**src/rtl/mult_div_ctrl.sv**
```systemverilog
// EXE-stage multiply/divide sequencer: registered multiplier, 32-step restoring divider,
// and owner of the architectural HI/LO pair, which commits only at hand-off to MEM.
module mult_div_ctrl #(
  parameter int DIV_STEPS = 32
) (
  input  logic        clk,
  input  logic        rst,
  input  logic        clr_in,
  input  logic        exe_valid_in,
  input  logic        mem_allowin_in,
  input  logic [5:0]  md_op_in,
  input  logic [31:0] in0_in,
  input  logic [31:0] in1_in,
  output logic        md_ready_out,
  output logic [31:0] hi_out,
  output logic [31:0] lo_out,
  output logic        md_busy_out
);

  typedef enum logic [1:0] {S_IDLE, S_MUL, S_DIV, S_DONE} state_t;

  state_t      state_q, state_d;
  logic [31:0] op_a_q, op_b_q;
  logic        op_signed_q;
  logic [63:0] div_acc_q;
  logic [4:0]  div_cnt_q;
  logic [63:0] pending_q;
  logic [31:0] hi_q, lo_q;

  // Priority decode: MULT > MULTU > DIV > DIVU > MTHI > MTLO.
  logic op_mult, op_multu, op_div, op_divu, op_mthi, op_mtlo;
  assign op_mult  = md_op_in[0];
  assign op_multu = !md_op_in[0] && md_op_in[1];
  assign op_div   = (md_op_in[1:0] == 2'b00) && md_op_in[2];
  assign op_divu  = (md_op_in[2:0] == 3'b000) && md_op_in[3];
  assign op_mthi  = (md_op_in[3:0] == 4'b0000) && md_op_in[4];
  assign op_mtlo  = (md_op_in[4:0] == 5'b00000) && md_op_in[5];

  logic is_mul, is_div, start_req, div_last;
  assign is_mul    = op_mult || op_multu;
  assign is_div    = op_div || op_divu;
  assign start_req = exe_valid_in && (is_mul || is_div);
  assign div_last  = (div_cnt_q == 5'(DIV_STEPS - 1));

  // Multiplier: sign/zero-extend to 64 bits so the low 64 product bits are exact either way.
  logic [63:0] mul_a, mul_b, product;
  assign mul_a   = {{32{op_signed_q && op_a_q[31]}}, op_a_q};
  assign mul_b   = {{32{op_signed_q && op_b_q[31]}}, op_b_q};
  assign product = mul_a * mul_b;

  // Divider works on magnitudes; the dividend magnitude is loaded at acceptance.
  logic [31:0] abs_in0, divisor;
  logic [32:0] trial;
  logic [63:0] step_acc;
  assign abs_in0  = (op_div && in0_in[31]) ? -in0_in : in0_in;
  assign divisor  = (op_signed_q && op_b_q[31]) ? -op_b_q : op_b_q;
  assign trial    = div_acc_q[63:31] - {1'b0, divisor};
  assign step_acc = trial[32] ? {div_acc_q[62:0], 1'b0}
                              : {trial[31:0], div_acc_q[30:0], 1'b1};

  logic [31:0] quo, rem, quo_fix, rem_fix;
  logic [63:0] div_result;
  assign quo        = step_acc[31:0];
  assign rem        = step_acc[63:32];
  assign quo_fix    = (op_signed_q && (op_a_q[31] ^ op_b_q[31])) ? -quo : quo;
  assign rem_fix    = (op_signed_q && op_a_q[31]) ? -rem : rem;
  assign div_result = (op_b_q == 32'd0) ? {op_a_q, 32'hFFFF_FFFF} : {rem_fix, quo_fix};

  // NOTE: sequential state uses non-blocking assignments so every register samples pre-edge values.
  always_ff @(posedge clk) begin
    if (rst) state_q <= S_IDLE;
    else     state_q <= state_d;
  end

  // NOTE: defaults come first so no path through the case leaves an output unassigned (no latches).
  always_comb begin
    state_d      = state_q;
    md_ready_out = 1'b0;
    unique case (state_q)
      S_IDLE: begin
        md_ready_out = !start_req;
        if (start_req) state_d = is_mul ? S_MUL : S_DIV;
      end
      S_MUL:  state_d = S_DONE;
      S_DIV:  if (div_last) state_d = S_DONE;
      S_DONE: begin
        md_ready_out = 1'b1;
        if (mem_allowin_in) state_d = S_IDLE;
      end
      default: state_d = S_IDLE;
    endcase
    if (clr_in) state_d = S_IDLE;
  end

  always_ff @(posedge clk) begin
    if (rst) begin
      op_a_q      <= '0;
      op_b_q      <= '0;
      op_signed_q <= 1'b0;
      div_acc_q   <= '0;
      div_cnt_q   <= '0;
      pending_q   <= '0;
      hi_q        <= '0;
      lo_q        <= '0;
    end else begin
      unique case (state_q)
        S_IDLE: if (start_req && !clr_in) begin
          op_a_q      <= in0_in;
          op_b_q      <= in1_in;
          op_signed_q <= op_mult || op_div;
          div_acc_q   <= {32'd0, abs_in0};
          div_cnt_q   <= '0;
        end
        S_MUL: pending_q <= product;
        S_DIV: begin
          div_acc_q <= step_acc;
          div_cnt_q <= div_cnt_q + 5'd1;
          if (div_last) pending_q <= div_result;
        end
        default: ;
      endcase

      // A flush always wins over a commit, so an uncommitted result never reaches HI/LO.
      if (!clr_in) begin
        if (state_q == S_DONE && mem_allowin_in) begin
          hi_q <= pending_q[63:32];
          lo_q <= pending_q[31:0];
        end else if (state_q == S_IDLE && exe_valid_in && mem_allowin_in) begin
          if (op_mthi) hi_q <= in0_in;
          if (op_mtlo) lo_q <= in0_in;
        end
      end
    end
  end

  assign hi_out      = hi_q;
  assign lo_out      = lo_q;
  assign md_busy_out = (state_q != S_IDLE);

endmodule

```
**config.mk**
```make
export PLATFORM = sky130hd
export DESIGN_NAME = mult_div_ctrl
export DESIGN_NICKNAME = d
export VERILOG_FILES = /design/src/rtl/mult_div_ctrl.sv
export SDC_FILE = /design/constraint.sdc
export NUM_CORES = 2
export LEC_CHECK = 0
export CELL_PAD_IN_SITES_DETAIL_PLACEMENT = 0
export CELL_PAD_IN_SITES_GLOBAL_PLACEMENT = 1
export CORE_MARGIN = 2
export CORE_UTILIZATION = 50
export DETAILED_ROUTE_END_ITERATION = 12
export HOLD_SLACK_MARGIN = 0.15
export PLACE_DENSITY_LB_ADDON = 0.1
export RECOVER_POWER = 50
export SYNTH_ARGS = -nofsm -noshare
export SYNTH_HDL_FRONTEND = slang
export SYNTH_SLANG_ARGS = --single-unit
```
**constraint.sdc**
```tcl
create_clock -name clk -period 11.73 [get_ports clk]
set_input_delay 1.173 -clock clk [delete_from_list [all_inputs] [get_ports clk]]
set_output_delay 1.173 -clock clk [all_outputs]
set_load 0.1 [all_outputs]
```
==> out/metrics.csv <==
metric,value,unit
status,"finished, violations left",
violated checks,"capacitance limit, slew limit",
CTS Hold Bufs,0,
flop2flop setup slack,1.13,ns
Slew @ Worst Pin,5.203,ns
Startpoint Class,register,
Synth async-reset ratio,0,%
slowest CP cell,and2_1,
CP Data Arrival Time,11.12,ns
Fmax,94.35,MHz
clock-pin slew on the worst setup and hold paths,0.07,ns
RD Place Congestion,0.9759,
Layout area overhead,6.623,%
CTS tree,yes,
Reg2Reg Launch Point,op_signed_q,
period utilization,90.36,%
"most common cell after layout, fill and taps aside",inv_1,
num rows,120,
Clock Path Buffers,3,
post-synthesis instance total,6328,
Cell variety after synth,87,
Post-synth top flop,dfxtp_1,
number of synthesized flops with an enable pin,0,
RSZ-0062 raised after global routing,false,
most frequent cells in the layout,"inv_1 (1,156), fa_1 (1,126), nand2_1 (1,059)",
Crit Reg-Reg Endpoint,pending_q[63],
post-detail-place hpwl,137.4,mm
top-area cell type share of the netlist area,42.10,%
register area,5295,um^2
Clk pwr share,31.5,%
GRT Util Overall,32.56,%
Vias/cell,5.645,
pin count of the biggest net entering global routing,100,
yosys warns,0,
Max Cap Viol,6,
Mapped Nets,7783,
antenna violations before repair,7,
internal power,0.001937,W
crit path max fanout,24,
NetSw,0.001450,W
Multi-input gate area,42400,um^2
pwr dens,59.33,nW/um^2
minimum clock period,10.60,ns
post-detailed-route count of antenna-violating nets,0,
layout cell share with drive strength beyond 1,3.299,%
number of fill cells,10240,
power share of the combinational group,38.4,%
DR pass1 iterations,5,
worst vdd ir,0.1142,mV
post-route total power,0.003387,W
"CP delay by family, top",adder cells,
chip height,331.2,um
Buf/Inv on CP,8,
DRC,0,
min-delay src,pending_q[20],
first-pass GRT wire length,273.6,mm
Worst Hold Class,register to register,
Synth Cell Area,53540,um^2
total CTS buffers,31,
nets,7644,
Worst path most repeated cell,fa_1,
Die ar.,109700,um^2
CP required,12.25,ns
IO Count,141,
leading cell types by total area after synthesis,"fa_1 (42%), dfxtp_1 (9.9%), inv_1 (8.1%)",
P_leak,26.48,nW
"Largest stage delay, worst path",1.11,ns
wire per inst,22.90,um
via count,43020,
synthesis-stage register bit count,264,
syn avg cell area,8.461,um^2
vias in the first global route,44780,
largest area contributor in the netlist,fa_1,
post-synthesis sequential area ratio,9.871,%
DRT iter0 DRCs,3236,
clk_lat worst skew,0.64,ns
die width,331.2,um
H-tree levels,1,
CP Class,register to register,
hold depth,2,
final WL,174.6,mm
post-CTS resize count,0,
switching power share of the total,42.81,%
sequential power share,30.1,%
Hold Path End,pending_q[20],
clock root cell,clkbuf_16,
Final Hold Fails,0,
Initial Util,50.23,%
Worst setup EP type,register,
# clock sinks,264,
total core area,106600,um^2
Worst R2R Path Depth,32,
Clock Skews,0.01773,ns
grt total ovfl,0,
setup TNS,0,ns
# port buffers,140,
Max Slew Vio Count,399,
"Setup Fix Bufs, Post-CTS",0,
max_slew headroom,-246.9,%
# setup viols final,0,
power groups by stage:
stage | clock network (W) | logic [W] | registers [W]
final | 0.00107 | 0.00130 | 0.00102
after global routing | 0.00111 | 0.00142 | 0.00102
after CTS | 0.00107 | 0.00129 | 0.00102
after detailed placement | 0 | 0.00128 | 0.00104
after global placement | 0 | 0.00128 | 0.00104
after floorplan | 0 | 0.000847 | 0.000982
worst register-to-register path: cells and delay by family, from the launching register on:
kind | cells | cell delay (ns)
compound gates | 10 | 2.24
simple gates | 4 | 1.74
flops | 1 | 0.31
buf+inv | 8 | 1.38
fa+ha+maj | 9 | 4.62
mux | 1 | 0.17
Yosys cell counts, drive strengths merged (34+ instances only):
| cell | count |
|---|---|
| a211oi | 80 |
| a21o | 39 |
| a21oi | 326 |
| a31oi | 55 |
| and2 | 384 |
| and3 | 34 |
| buf | 62 |
| clkbuf | 358 |
| dfxtp | 264 |
| fa | 1126 |
| ha | 254 |
| inv | 1157 |
| nand2 | 1059 |
| nand3 | 58 |
| nor2 | 318 |
| nor3 | 65 |
| o21ai | 130 |
| xnor2 | 113 |
| xor2 | 102 |
cells by family after synthesis:
group / synth area share (%)
muxes: 0.4066
adders and majority gates: 48.04
xor gates and xnor gates: 3.531
buffers and inverters: 11.10
AOI/OAI and AO/OA: 9.710
DFF: 9.871
and+or+nand+nor: 17.35
area by class of cell:
type	count	area share, %
Multi-Input combinational cell	4486	74.26
Sequential cell	264	9.275
Inverter	1158	7.614
Timing Repair Buffer	248	3.875
Tap cell	1403	3.075
Clock buffer	40	1.506
Clock inverter	18	0.3726
Antenna cell	4	0.01753
routing by layer:
layer  track usage (%)  share of wire [%]
met5                 0              0.014
met1             43.66                 41
met3             3.157                5.9
met4             12.50                4.8
met2             54.80                 48
through the flow:
stage / utilization (%) / cell area (um^2) / hold WS [ns] / cells / worst slack, ns
floorplan: - / 53540 / 0.4229 / 6328 / 2.854
global placement: 52.56 / 56030 / 0.4435 / 7559 / 1.335
detailed placement: 52.56 / 56030 / 0.4484 / 7559 / 1.193
CTS: 53.57 / 57110 / 0.4563 / 7617 / 1.155
global route: 53.54 / 57080 / 0.4698 / 7617 / 0.4520
finish: 53.55 / 57090 / 0.4550 / 7621 / 1.131
sequential cells by signal (all words and copies together) (netlist names):
register     cells
div_acc_q       64
pending_q       64
hi_out          32
lo_out          32
op_a_q          32
op_b_q          32
div_cnt_q        5
state_q          2
op_signed_q      1
worst max path at each step:
| stage | from | to | depth (start not counted) |
|---|---|---|---|
| 5_1_grt | rst | state_q[1] | 4 |
| 2_1_floorplan | op_a_q[31] | pending_q[63] | 33 |
| 6_report | op_signed_q | pending_q[63] | 32 |
| 4_1_cts | op_signed_q | pending_q[63] | 32 |
| 3_5_place_dp | op_signed_q | pending_q[63] | 32 |
| 3_3_place_gp | op_signed_q | pending_q[63] | 32 |
Power figures use the tool's default switching activity.
